### config.mk
export PLATFORM = sky130hd
export DESIGN_NAME = mem_access_stage
export DESIGN_NICKNAME = d
export VERILOG_FILES = /design/src/rtl/mem_access_stage_pkg.sv /design/src/rtl/mem_access_stage_load_align_ext.sv /design/src/rtl/mem_access_stage.sv
export SDC_FILE = /design/constraint.sdc
export NUM_CORES = 1
export LEC_CHECK = 0
export ABC_CLOCK_PERIOD_IN_PS = 10100
export CORE_ASPECT_RATIO = 0.9
export CORE_MARGIN = 2
export CORE_UTILIZATION = 42
export DETAILED_ROUTE_END_ITERATION = 10
export MAX_ROUTING_LAYER = met4
export PLACE_DENSITY = 0.69
export SETUP_SLACK_MARGIN = 0.05
export SLEW_MARGIN = 40
export SYNTH_ARGS = -nofsm -noshare
export SYNTH_HDL_FRONTEND = slang
export SYNTH_SLANG_ARGS = --single-unit
### constraint.sdc
create_clock -name clk -period 10.1 [get_ports clk]
set_clock_uncertainty 0.1 [all_clocks]
set_input_delay 2.02 -clock clk [delete_from_list [all_inputs] [get_ports clk]]
set_output_delay 2.02 -clock clk [all_outputs]
set_load 0.005 [all_outputs]
### src/rtl/mem_access_stage_pkg.sv
// Shared load/store op codes, stage states and access-size helpers for the MEM stage.
package mem_access_stage_pkg;

  localparam logic [3:0] LS_NONE = 4'd0;
  localparam logic [3:0] LS_LB   = 4'd1;
  localparam logic [3:0] LS_LBU  = 4'd2;
  localparam logic [3:0] LS_LH   = 4'd3;
  localparam logic [3:0] LS_LHU  = 4'd4;
  localparam logic [3:0] LS_LW   = 4'd5;
  localparam logic [3:0] LS_LWU  = 4'd6;
  localparam logic [3:0] LS_LD   = 4'd7;
  localparam logic [3:0] LS_SB   = 4'd8;
  localparam logic [3:0] LS_SH   = 4'd9;
  localparam logic [3:0] LS_SW   = 4'd10;
  localparam logic [3:0] LS_SD   = 4'd11;

  typedef enum logic [1:0] {
    StIdle = 2'd0,
    StWait = 2'd1,
    StHold = 2'd2
  } mem_state_e;

  // Access size in bytes; 0 for ALU ops.
  function automatic int unsigned ls_bytes(input logic [3:0] op);
    case (op)
      LS_LB, LS_LBU, LS_SB: return 1;
      LS_LH, LS_LHU, LS_SH: return 2;
      LS_LW, LS_LWU, LS_SW: return 4;
      LS_LD, LS_SD:         return 8;
      default:              return 0;
    endcase
  endfunction

  function automatic logic ls_signed(input logic [3:0] op);
    return (op == LS_LB) || (op == LS_LH) || (op == LS_LW) || (op == LS_LD);
  endfunction

  function automatic logic ls_is_load(input logic [3:0] op);
    return (op >= LS_LB) && (op <= LS_LD);
  endfunction

  function automatic logic ls_misaligned(input logic [3:0] op, input logic [2:0] lane);
    int unsigned nb;
    nb = ls_bytes(op);
    if (nb == 0) return 1'b0;
    return |(lane & 3'(nb - 1));
  endfunction

endpackage

### src/rtl/mem_access_stage_load_align_ext.sv
// Lane select plus sign/zero extension of SRAM read data to a full DATA_W result.
module mem_access_stage_load_align_ext
  import mem_access_stage_pkg::*;
#(
  parameter int unsigned DATA_W = 32
) (
  input  logic [3:0]        op_i,
  input  logic [2:0]        lane_i,
  input  logic [DATA_W-1:0] rdata_i,
  output logic [DATA_W-1:0] data_o
);

  localparam int unsigned IDX_W = $clog2(DATA_W);

  logic [DATA_W-1:0] shifted;
  logic [5:0]        shamt;
  logic [IDX_W-1:0]  sign_idx;
  int unsigned       nbits;
  logic              fill;

  always_comb begin
    shamt   = {lane_i, 3'b000};
    shifted = rdata_i >> shamt;
    nbits   = 8 * ls_bytes(op_i);
    if (nbits == 0 || nbits > DATA_W) nbits = DATA_W;
    sign_idx = IDX_W'(nbits - 1);
    fill     = ls_signed(op_i) & shifted[sign_idx];
    for (int unsigned i = 0; i < DATA_W; i++) begin
      data_o[i] = (i < nbits) ? shifted[i] : fill;
    end
  end

endmodule

### src/rtl/mem_access_stage.sv
// MEM pipeline stage: registers the EX payload, waits on a valid/ready SRAM response,
// aligns/extends load data and flags misaligned accesses and response timeouts.
module mem_access_stage
  import mem_access_stage_pkg::*;
#(
  parameter int unsigned DATA_W  = 32,
  parameter int unsigned ADDR_W  = 32,
  parameter int unsigned RF_AW   = 5,
  parameter int unsigned TMO_CYC = 15
) (
  input  logic              clk,
  input  logic              rst,
  input  logic              stall,
  input  logic              flush,
  input  logic              in_valid,
  input  logic [ADDR_W-1:0] in_pc,
  input  logic [3:0]        in_op,
  input  logic [2:0]        in_addr_lo,
  input  logic              in_rf_we,
  input  logic [RF_AW-1:0]  in_rf_waddr,
  input  logic [DATA_W-1:0] in_ex_result,
  input  logic              rsp_valid,
  input  logic [DATA_W-1:0] rsp_rdata,
  output logic              rsp_ready,
  output logic              stall_req,
  output logic              out_valid,
  output logic [ADDR_W-1:0] out_pc,
  output logic              out_rf_we,
  output logic [RF_AW-1:0]  out_rf_waddr,
  output logic [DATA_W-1:0] out_rf_wdata,
  output logic              addr_err,
  output logic              tmo_err
);

  localparam int unsigned LANE_W    = $clog2(DATA_W / 8);
  localparam int unsigned CNT_W     = $clog2(TMO_CYC + 1);
  localparam logic [2:0]  LANE_MASK = 3'((1 << LANE_W) - 1);

  mem_state_e        state_q, state_d;
  logic [CNT_W-1:0]  cnt_q, cnt_d;
  logic [DATA_W-1:0] hold_q, hold_d;
  logic              pl_valid_q, pl_valid_d;
  logic [ADDR_W-1:0] pl_pc_q, pl_pc_d;
  logic [3:0]        pl_op_q, pl_op_d;
  logic [2:0]        pl_lane_q, pl_lane_d;
  logic              pl_rf_we_q, pl_rf_we_d;
  logic [RF_AW-1:0]  pl_waddr_q, pl_waddr_d;
  logic [DATA_W-1:0] pl_res_q, pl_res_d;

  logic [2:0]        in_lane;
  logic [DATA_W-1:0] align_data;
  logic              pl_misal;
  logic              leave;

  assign in_lane      = in_addr_lo & LANE_MASK;
  assign pl_misal     = ls_misaligned(pl_op_q, pl_lane_q);
  assign out_pc       = pl_pc_q;
  assign out_rf_waddr = pl_waddr_q;

  mem_access_stage_load_align_ext #(
    .DATA_W(DATA_W)
  ) u_align (
    .op_i   (pl_op_q),
    .lane_i (pl_lane_q),
    .rdata_i(rsp_rdata),
    .data_o (align_data)
  );

  always_comb begin
    state_d      = state_q;
    cnt_d        = cnt_q;
    hold_d       = hold_q;
    pl_valid_d   = pl_valid_q;
    pl_pc_d      = pl_pc_q;
    pl_op_d      = pl_op_q;
    pl_lane_d    = pl_lane_q;
    pl_rf_we_d   = pl_rf_we_q;
    pl_waddr_d   = pl_waddr_q;
    pl_res_d     = pl_res_q;
    rsp_ready    = 1'b0;
    stall_req    = 1'b0;
    out_valid    = 1'b0;
    out_rf_we    = 1'b0;
    out_rf_wdata = pl_res_q;
    addr_err     = 1'b0;
    tmo_err      = 1'b0;
    leave        = 1'b0;

    unique case (state_q)
      StIdle: begin
        out_valid = pl_valid_q;
        addr_err  = pl_valid_q & pl_misal;
        out_rf_we = pl_valid_q & pl_rf_we_q & ~pl_misal;
      end
      StWait: begin
        stall_req = 1'b1;
        rsp_ready = 1'b1;
        if (flush) begin
          leave = 1'b1;
        end else if (rsp_valid && !stall) begin
          out_valid    = 1'b1;
          out_rf_we    = pl_rf_we_q;
          out_rf_wdata = align_data;
          leave        = 1'b1;
        end else if (rsp_valid) begin
          hold_d  = align_data;
          state_d = StHold;
        end else if (!stall) begin
          // A response in the same cycle takes priority over the timeout.
          if (cnt_q == CNT_W'(TMO_CYC)) begin
            out_valid = 1'b1;
            tmo_err   = 1'b1;
            leave     = 1'b1;
          end else begin
            cnt_d = cnt_q + CNT_W'(1);
          end
        end
      end
      StHold: begin
        stall_req = 1'b1;
        if (flush) begin
          leave = 1'b1;
        end else if (!stall) begin
          out_valid    = 1'b1;
          out_rf_we    = pl_rf_we_q;
          out_rf_wdata = hold_q;
          leave        = 1'b1;
        end
      end
      default: state_d = StIdle;
    endcase

    // Retiring a load empties the payload so IDLE does not replay it.
    if (leave) begin
      state_d    = StIdle;
      pl_valid_d = 1'b0;
    end else if (!stall && !stall_req) begin
      pl_valid_d = in_valid & ~flush;
      pl_pc_d    = in_pc;
      pl_op_d    = in_op;
      pl_lane_d  = in_lane;
      pl_rf_we_d = in_rf_we;
      pl_waddr_d = in_rf_waddr;
      pl_res_d   = in_ex_result;
      if (in_valid && !flush && ls_is_load(in_op) && !ls_misaligned(in_op, in_lane)) begin
        state_d = StWait;
        cnt_d   = '0;
      end
    end
  end

  always_ff @(posedge clk or posedge rst) begin
    if (rst) begin
      state_q    <= StIdle;
      cnt_q      <= '0;
      hold_q     <= '0;
      pl_valid_q <= 1'b0;
      pl_pc_q    <= '0;
      pl_op_q    <= '0;
      pl_lane_q  <= '0;
      pl_rf_we_q <= 1'b0;
      pl_waddr_q <= '0;
      pl_res_q   <= '0;
    end else begin
      state_q    <= state_d;
      cnt_q      <= cnt_d;
      hold_q     <= hold_d;
      pl_valid_q <= pl_valid_d;
      pl_pc_q    <= pl_pc_d;
      pl_op_q    <= pl_op_d;
      pl_lane_q  <= pl_lane_d;
      pl_rf_we_q <= pl_rf_we_d;
      pl_waddr_q <= pl_waddr_d;
      pl_res_q   <= pl_res_d;
    end
  end

endmodule
==> results.txt, run 1 <==
- The first global-routing pass estimated between 30 and 40 mm of wire.
* Via count of the routed design: 6,224
* Post CTS Setup Buffer Count: 0
* Capture point of the worst reg-to-reg path: hold_q[23]
- Tot GR Track Use: between 20% and 30%
- Setup slack on the worst flop-to-flop path: between 6 and 7 ns
* Initial cell density of the core: approximately 43%
* Library cell with the largest summed area after synthesis: sky130_fd_sc_hd__dfrtp_1
- Top cells by instance count after synthesis: sky130_fd_sc_hd__dfrtp_1, sky130_fd_sc_hd__nand2_1, sky130_fd_sc_hd__mux2_2
* Cells along the critical path: clkdlybuf4s50_1, nor2_2, and2_1, nand2_1, nor2_1, a222oi_1, nand2_1, clkdlybuf4s50_1
* Cell Count, Final, Fillers Out: about 1,100
- Most frequent cell after synthesis: sky130_fd_sc_hd__dfrtp_1
* Layout overhead on the synthesized area: 39.2%
- For the worst-skew pair, the clock arrives at the later sink with an insertion delay of between 0.4 and 0.5 ns.
- At the end of routability-driven placement, the weighted congestion stood at roughly 0.93.
- After detailed routing, the average wire length per cell comes to ~18 µm.
- Total number of yosys warnings: 0
- Residual overflow from global routing: 0
- Total placed cells including tap cells: around 1,000
- Maximum number of pins on one net before global-route repair: between 70 and 80
* Unique masters post-synth: 65
- In this run the worst path has a maximum fanout of 18.
- STA classifies the critical path startpoint as an input pin.
* Crit. Startpoint: stall
- Count of standard-cell rows: 44
* Hold Crit Start: hold_q[3]
- In this run the cell area of the synthesized design comes to slightly below 0.007 mm².
* Highest cell delay on the worst timing path: ~0.64 ns
- Post-synth net total: about 830
* Area share of the largest cell type after synthesis: a little over two fifths
* Post-cts gate resize count: 0
- Hold Buf Count CTS: 0
* Final setup violating endpoints: 0
- Counting the buffers created by CTS gives 17.
- Kind of critical path: in -> out
- The initial antenna violation count was 0.
- No sink is reached through more buffers than the 2 on the longest clock path.
- Clk slew on worst S/H paths: about 0.050 ns
* # port buffers: roughly 190
- The number of antenna diodes in the final layout is 0.
- Relative slew slack: 49.9%
- Flip-flop and latch count after synthesis: ~120
* Share of post-route cells with drive strength above 1: around 16%
* Power density over the cells: between 300 and 400 mW/mm²
* Net count, final: 992
- Final antenna-violating net count: 0
* Total count of hold-check failures in the final report: 0
- Worst setup path end: out_rf_wdata[16]
* Setup tns final: 0 ns
* Crit path capture type: output port
* Number of enable-type register cells in the synthesized netlist: 0
- Timing would allow up to between 0.1 and 0.15 GHz.
- Summed over all cells, the static leakage comes to between 3 and 4 nW.
- Maximum resistive drop on vdd: between 0.2 and 0.25 mV
* Iteration-0 DRC count of the detailed router: roughly 430
- At the pin with the least slew margin, the transition time is 0.750 ns.
* Number of primary I/O pins: 190
* Required time of the worst setup path: approximately 8.0 ns
- Summing the sequential cell areas from Yosys gives a little over two fifths of the chip area.
* Clock period minus final worst setup slack: roughly 7.5 ns
- In this run the standard cell core region covers around 0.016 mm².
* Share of synthesized flip-flops with an asynchronous set or reset: between 90% and 100%
* Hold WC Path Type: reg -> reg
- Ratio of final minimum period to clock period: between 70% and 80%
* Number of global-route vias before repair: between 6,000 and 7,000
- Measured along the y axis, the die boundary spans about 120 µm.
- Wires add up to around 20 mm.
- For this run, the detailed router's first-pass iteration total came to 5.
* Die ar.: approximately 0.017 mm²
* Drc violations: 0
* RSZ-0062 raised after global routing: false
- Counting the fill cells in the layout gives 1,351.
* Slowest library cell on the worst path: sky130_fd_sc_hd__and2_1
- The most used flip-flop cell after synthesis is sky130_fd_sc_hd__dfrtp_1.
- The total count of max-transition violations in the final report came to 0.
* Width of the chip: ~140 µm
- Master cell of the clock root buffer: sky130_fd_sc_hd__clkbuf_16
- R2R cell count: 11
- Max-cap violations in this run came to 0.
* Critical Path AT: roughly 5.3 ns
- Detailed placement finished with a half-perimeter wire length of 14.1 mm.
* Origin of the critical flop-to-flop path: pl_op_q[0]
- Mapped Avg Cell Area: ~9.8 µm²
- Synthesis produced a little under 700 cells.
* DR vias/cell: 5.76
- Sorting the synthesized cells by area gives the leading types as sky130_fd_sc_hd__dfrtp_1, sky130_fd_sc_hd__mux2_2, sky130_fd_sc_hd__nand2_1, sky130_fd_sc_hd__o21ai_0, sky130_fd_sc_hd__mux2i_1.
* Number of sinks driven by the clock tree: roughly 120
* Max H-tree Level: 4
- The flow ran to the end, and the final reports show no timing, DRC or antenna violations.
- TritonCTS built the clock tree.
kinds of logic (layout without fill, tap and decap cells):
kind of cell | count (synthesis) | after routing | synth area share (%)
AND/OR/NAND/NOR | 210 | 210 | 15.0
AO/OA/AOI/OAI | 194 | 194 | 20.1
flip-flops | 115 | 115 | 42.4
multiplexers | 97 | 97 | 15.7
buffers and inverters | 63 | 240 | 3.78
adder cells (fa/ha/maj) | 16 | 16 | 2.95
XOR/XNOR | 1 | 1 | 0.129
stage by stage:
| step | cell area, µm² | setup slack [ns] | total power [mW] | utilization, % | hold WS, ns |
|---|---|---|---|---|---|
| after global routing | 9450 | 2.42 | 3.26 | 59.2 | 0.387 |
| final | 9450 | 2.64 | 3.07 | 59.2 | 0.370 |
| after detailed placement | 8800 | 2.50 | 2.40 | 55.1 | 0.360 |
| after floorplan | 6790 | 4.44 | 1.72 | - | 0.339 |
| after global placement | 8790 | 2.57 | 2.34 | 55.0 | 0.353 |
| after CTS | 9440 | 2.47 | 3.07 | 59.1 | 0.373 |
state kept, by name, indices dropped and copies added, names as in the netlist:
| register | count |
|---|---|
| hold_q | 32 |
| out_pc | 32 |
| pl_res_q | 32 |
| out_rf_waddr | 5 |
| cnt_q | 4 |
| pl_op_q | 4 |
| pl_lane_q | 2 |
| state_q | 2 |
| pl_rf_we_q | 1 |
| pl_valid_q | 1 |
area by class of cell:
class	instances	area, µm²	share of cell area, %
multi-input cells	518	3690	39.1
flip-flops and latches	115	2880	30.4
inverters	15	61.3	0.649
clock buffers	20	447	4.73
repair buffers	194	1930	20.4
clock inverters	11	184	1.95
well taps	207	259	2.74
layer usage:
layer  vias to the layer above  wire [µm]  track usage (%)
li1                       2898          -                -
met2                       267       9580             38.0
met5                         -          0                -
met4                         0        265             7.86
met1                      3038       8700             31.3
met3                        21       1400             5.54
how the worst min path moves through the flow:
stage / endpoint / slack [ns] / cells past startpoint
final: hold_q[3] / 0.37 / 2
after global routing: hold_q[6] / 0.39 / 2
after CTS: hold_q[0] / 0.37 / 2
after detailed placement: hold_q[0] / 0.36 / 2
after global placement: hold_q[0] / 0.35 / 2
after floorplan: hold_q[0] / 0.34 / 2
critical path: cells and delay by family:
kind	cells	cell delay, ns
AOI/OAI and AO/OA	1	0.16
buffers and inverters	2	1.11
and+or+nand+nor	5	2.04
placed cells by master, fill, tap and decap left out, types with 3 or more instances in the layout:
cell / netlist / routed
sky130_fd_sc_hd__a211oi_1: 29 / 28
sky130_fd_sc_hd__a21oi_1: 36 / 36
sky130_fd_sc_hd__a221oi_1: 5 / 5
sky130_fd_sc_hd__a222oi_1: 6 / 6
sky130_fd_sc_hd__a22o_1: 7 / 7
sky130_fd_sc_hd__a22oi_1: 7 / 7
sky130_fd_sc_hd__a31oi_1: 21 / 21
sky130_fd_sc_hd__a32oi_1: 7 / 7
sky130_fd_sc_hd__and2_1: 9 / 9
sky130_fd_sc_hd__and3_1: 10 / 9
sky130_fd_sc_hd__buf_4: 1 / 5
sky130_fd_sc_hd__bufinv_16: 0 / 5
sky130_fd_sc_hd__clkbuf_16: 0 / 17
sky130_fd_sc_hd__clkdlybuf4s50_1: 0 / 188
sky130_fd_sc_hd__clkinv_2: 0 / 5
sky130_fd_sc_hd__dfrtp_1: 115 / 115
sky130_fd_sc_hd__ha_1: 16 / 16
sky130_fd_sc_hd__inv_1: 15 / 14
sky130_fd_sc_hd__mux2_2: 75 / 75
sky130_fd_sc_hd__mux2i_1: 22 / 22
sky130_fd_sc_hd__nand2_1: 80 / 79
sky130_fd_sc_hd__nand2b_1: 4 / 4
sky130_fd_sc_hd__nand3_1: 6 / 6
sky130_fd_sc_hd__nand3b_1: 3 / 3
sky130_fd_sc_hd__nor2_1: 52 / 49
sky130_fd_sc_hd__nor2_2: 1 / 3
sky130_fd_sc_hd__nor2b_1: 12 / 12
sky130_fd_sc_hd__nor3_1: 10 / 8
sky130_fd_sc_hd__nor4_1: 7 / 7
sky130_fd_sc_hd__o21ai_0: 45 / 45
sky130_fd_sc_hd__o31ai_1: 5 / 5
sky130_fd_sc_hd__or2_2: 4 / 4
power by group:
group | switching, mW | internal [mW] | total, mW
combinational | 0.811 | 0.783 | 1.59
sequential | 0.155 | 0.672 | 0.827
clock | 0.211 | 0.440 | 0.651
total | 1.18 | 1.89 | 3.07
Note: power is estimated with default switching activity, not from simulation.
==> inputs of run 2 (changes only) <==
ABC_CLOCK_PERIOD_IN_PS = 6760   (was 10100)
PLACE_DENSITY = 0.71   (was 0.69)
clock period = 6.76 ns   (was 10.1 ns; I/O delays follow)
==> results.txt, run 2 (synthesized netlist as in run 1, its figures left out) <==
- Global-route wire length before repair: 32.0 mm (was 32.4 mm)
* Final count of pins violating max slew: 0 (unchanged)
- The number of buffers between clock root and the deepest sink is 2 (unchanged).
- Initial cell density of the core: 42.5% (unchanged)
* Highest cell delay on the worst timing path: 0.55 ns (was 0.64 ns)
- The width of the die was 138 µm (unchanged).
* Sequential fraction of design power: 27.1% (was 26.9%)
- Fmax: roughly 0.17 GHz
* DR vias/cell: 5.67 (was 5.76)
- The total global routing overflow came to 0 (unchanged).
- The count of final hold-check violations was 0 (unchanged).
* Cell Count, Final, Fillers Out: 1,086 (was 1,080)
- Final routed wirelength across all metal layers: 19.7 mm (was 19.9 mm)
- The maximum number of pins on one net before global-route repair was 62 (was 79).
* Hold WC Path Type: reg -> reg (unchanged)
- The global-route usage over all layers is 23.7% (was 24.2%).
* Final antenna-violating net count: 0 (unchanged)
* Diode count: 0 (unchanged)
* Share of total power in the clock network: 20.7% (was 21.2%)
- The H-tree depth reported by CTS came to 4 (unchanged).
- The number of buffers added by the clock tree synthesis step was 17 (unchanged).
* Relative slew slack: 42.5% (was 49.9%)
- The initial antenna violation count is 0 (unchanged).
- The critical-path maximum fanout is 16 (was 18).
- Core Footprint: 0.0160 mm² (unchanged)
- The required time of the critical path came to 5.31 ns (was 7.98 ns).
- Internal Pwr Total: 2.81 mW (was 1.89 mW)
- The global placement routability congestion came to 0.875 (was 0.929).
* Die ar.: 0.0172 mm² (unchanged)
- The maximum resistive drop on vdd came to 0.253 mV (was 0.207 mV).
- The layout cell share with drive strength beyond 1 was 15.9% (was 16.0%).
- The startpoint-to-endpoint class of the critical path was reg -> out (was in -> out).
* Vert. Die Dim: 125 µm (unchanged)
* Crit path capture type: output port (unchanged)
- Latest clock arrival within the worst-skew pair: 0.41 ns (was 0.42 ns)
- Ratio of final minimum period to clock period: a little under 90%
- The number of max-capacitance violations reported was 0 (unchanged).
- Via count of the routed design: 6,155 (was 6,224)
- The number of fill cells came to 1,440 (was 1,351).
- The TritonCTS clock tree was built (unchanged).
- The clock transition at the register clock pins on the worst setup and hold paths after CTS is 0.05 ns (about the same).
- The data arrival time of the worst path was 4.45 ns (was 5.34 ns).
* Net switching fraction of the power: 38.4% (was 38.3%)
- The setup slack at placement is 1.16 ns (was 2.50 ns).
- Clock period minus final worst setup slack: around 5.9 ns
- The growth of design area from synthesis to finish is 39.3% (was 39.2%).
- Fraction of the core area covered by cells at the end of the flow: 59.2% (about the same)
* Drc violations: 0 (unchanged)
* Pre-antenna DRT Iters: 5 (unchanged)
- Number of primary I/O pins: 190 (unchanged)
- Cells along the critical path: inv_1, ha_1, mux2i_1, nor2_1, inv_1, ha_1, a221oi_4, o22ai_2, a211oi_4, nand3_4, a32oi_1, clkdlybuf4s50_1 (was clkdlybuf4s50_1, nor2_2, and2_1, nand2_1, nor2_1, a222oi_1, nand2_1, clkdlybuf4s50_1)
* Leading cell types in the layout, fill and taps excluded: sky130_fd_sc_hd__clkdlybuf4s50_1, sky130_fd_sc_hd__dfrtp_1, sky130_fd_sc_hd__nand2_1, sky130_fd_sc_hd__mux2_2, sky130_fd_sc_hd__nor2_1 (unchanged)
* Iteration-0 DRC count of the detailed router: 437 (was 433)
- Number of sinks driven by the clock tree: 115 (unchanged)
- Count of standard-cell rows: 44 (unchanged)
* Final setup violating endpoints: 0 (unchanged)
* Proportion of power drawn by combinational gates: 52.2% (was 51.9%)
- The net switching component of the power came to 1.75 mW (was 1.18 mW).
* RSZ-0062 raised after global routing: false (unchanged)
* Post CTS Setup Buffer Count: 0 (unchanged)
- # port buffers: 188 (unchanged)
* Most common cell after layout, fill and taps aside: sky130_fd_sc_hd__clkdlybuf4s50_1 (unchanged)
* Setup tns final: 0 ns (unchanged)
- Post-route setup slack: 0.863 ns (was 2.64 ns)
- The actual slew at the worst max-slew pin came to 0.860 ns (was 0.750 ns).
- Run status: finished clean (unchanged)
- Leakage dissipation: 3.88 nW (about the same)
- The count of placed standard cells including taps came to 1,055 (was 1,049).
- The type of element launching the critical path was a flip-flop (was input pin).
* Power density over the cells: 482 mW/mm² (was 325 mW/mm²)
- The number of gates resized after CTS is 0 (unchanged).
* Hold Buf Count CTS: 0 (unchanged)
- Master cell of the clock root buffer: sky130_fd_sc_hd__clkbuf_16 (unchanged)
- Slowest library cell on the worst path: sky130_fd_sc_hd__clkdlybuf4s50_1 (was sky130_fd_sc_hd__and2_1)
- Total half-perimeter wirelength after legalization and detailed placement: 14.0 mm (was 14.1 mm)
* Number of global-route vias before repair: 6,010 (was 6,290)
- CP Buf/Inv Count: 3 (was 2)
- The wire length per cell after detailed routing is 18.1 µm (was 18.5 µm).
- The final net count was 998 (was 992).
- The cell type group with the largest total delay on the critical path is compound AO/OA/AOI/OAI gates (was simple AND/OR/NAND/NOR gates).
[run 2: worst paths after layout]
kind,startpoint,end,cells past startpoint,slack (ns)
max,pl_op_q[0],out_rf_wdata[29],12,0.86
min,hold_q[5],hold_q[5],2,0.37
max reg2reg,pl_op_q[0],hold_q[20],11,3.00
min reg2reg,hold_q[5],hold_q[5],2,0.37
max in group asynchronous,rst,pl_res_q[7],3,4.19
min in group asynchronous,rst,out_pc[4],2,1.30
[run 2: layer usage]
| layer | GRT usage (%) | share of wire [%] |
|---|---|---|
| met2 | 36.5 | 46 |
| met3 | 5.73 | 6.5 |
| met4 | 5.76 | 1.2 |
| met1 | 31.9 | 46 |
| met5 | - | 0 |
[run 2: layout make-up]
| type | count | area, µm² | area share (%) |
|---|---|---|---|
| multi-input combinational | 518 | 3670 | 38.9 |
| sequential | 115 | 2880 | 30.4 |
| inverter | 15 | 58.8 | 0.622 |
| tap | 207 | 259 | 2.74 |
| clock buffer | 21 | 450 | 4.76 |
| timing repair buffer | 200 | 1980 | 20.9 |
| clock inverter | 10 | 158 | 1.67 |
[run 2: power groups by stage]
stage / Combinational [mW] / Sequential (mW) / Clock [mW]
3_3_place_gp: 2.31 / 1.23 / 0
3_5_place_dp: 2.35 / 1.24 / 0
6_report: 2.38 / 1.23 / 0.944
2_1_floorplan: 1.40 / 1.17 / 0
4_1_cts: 2.36 / 1.23 / 0.961
5_1_grt: 2.56 / 1.29 / 0.998
[run 2: per-stage QoR]
step	area, µm²	hold slack (ns)	total power, mW
finish	9450	0.371	4.55
floorplan	6790	0.339	2.58
detailed placement	8840	0.356	3.59
global route	9450	0.387	4.85
global placement	8830	0.351	3.54
CTS	9440	0.368	4.56
[run 2: tightest hold or removal path: stages (launching register included)]
cell and delay [ns]:
sky130_fd_sc_hd__dfrtp_1 0.34, sky130_fd_sc_hd__nand2_1 0.05, sky130_fd_sc_hd__nand2_1 0.05
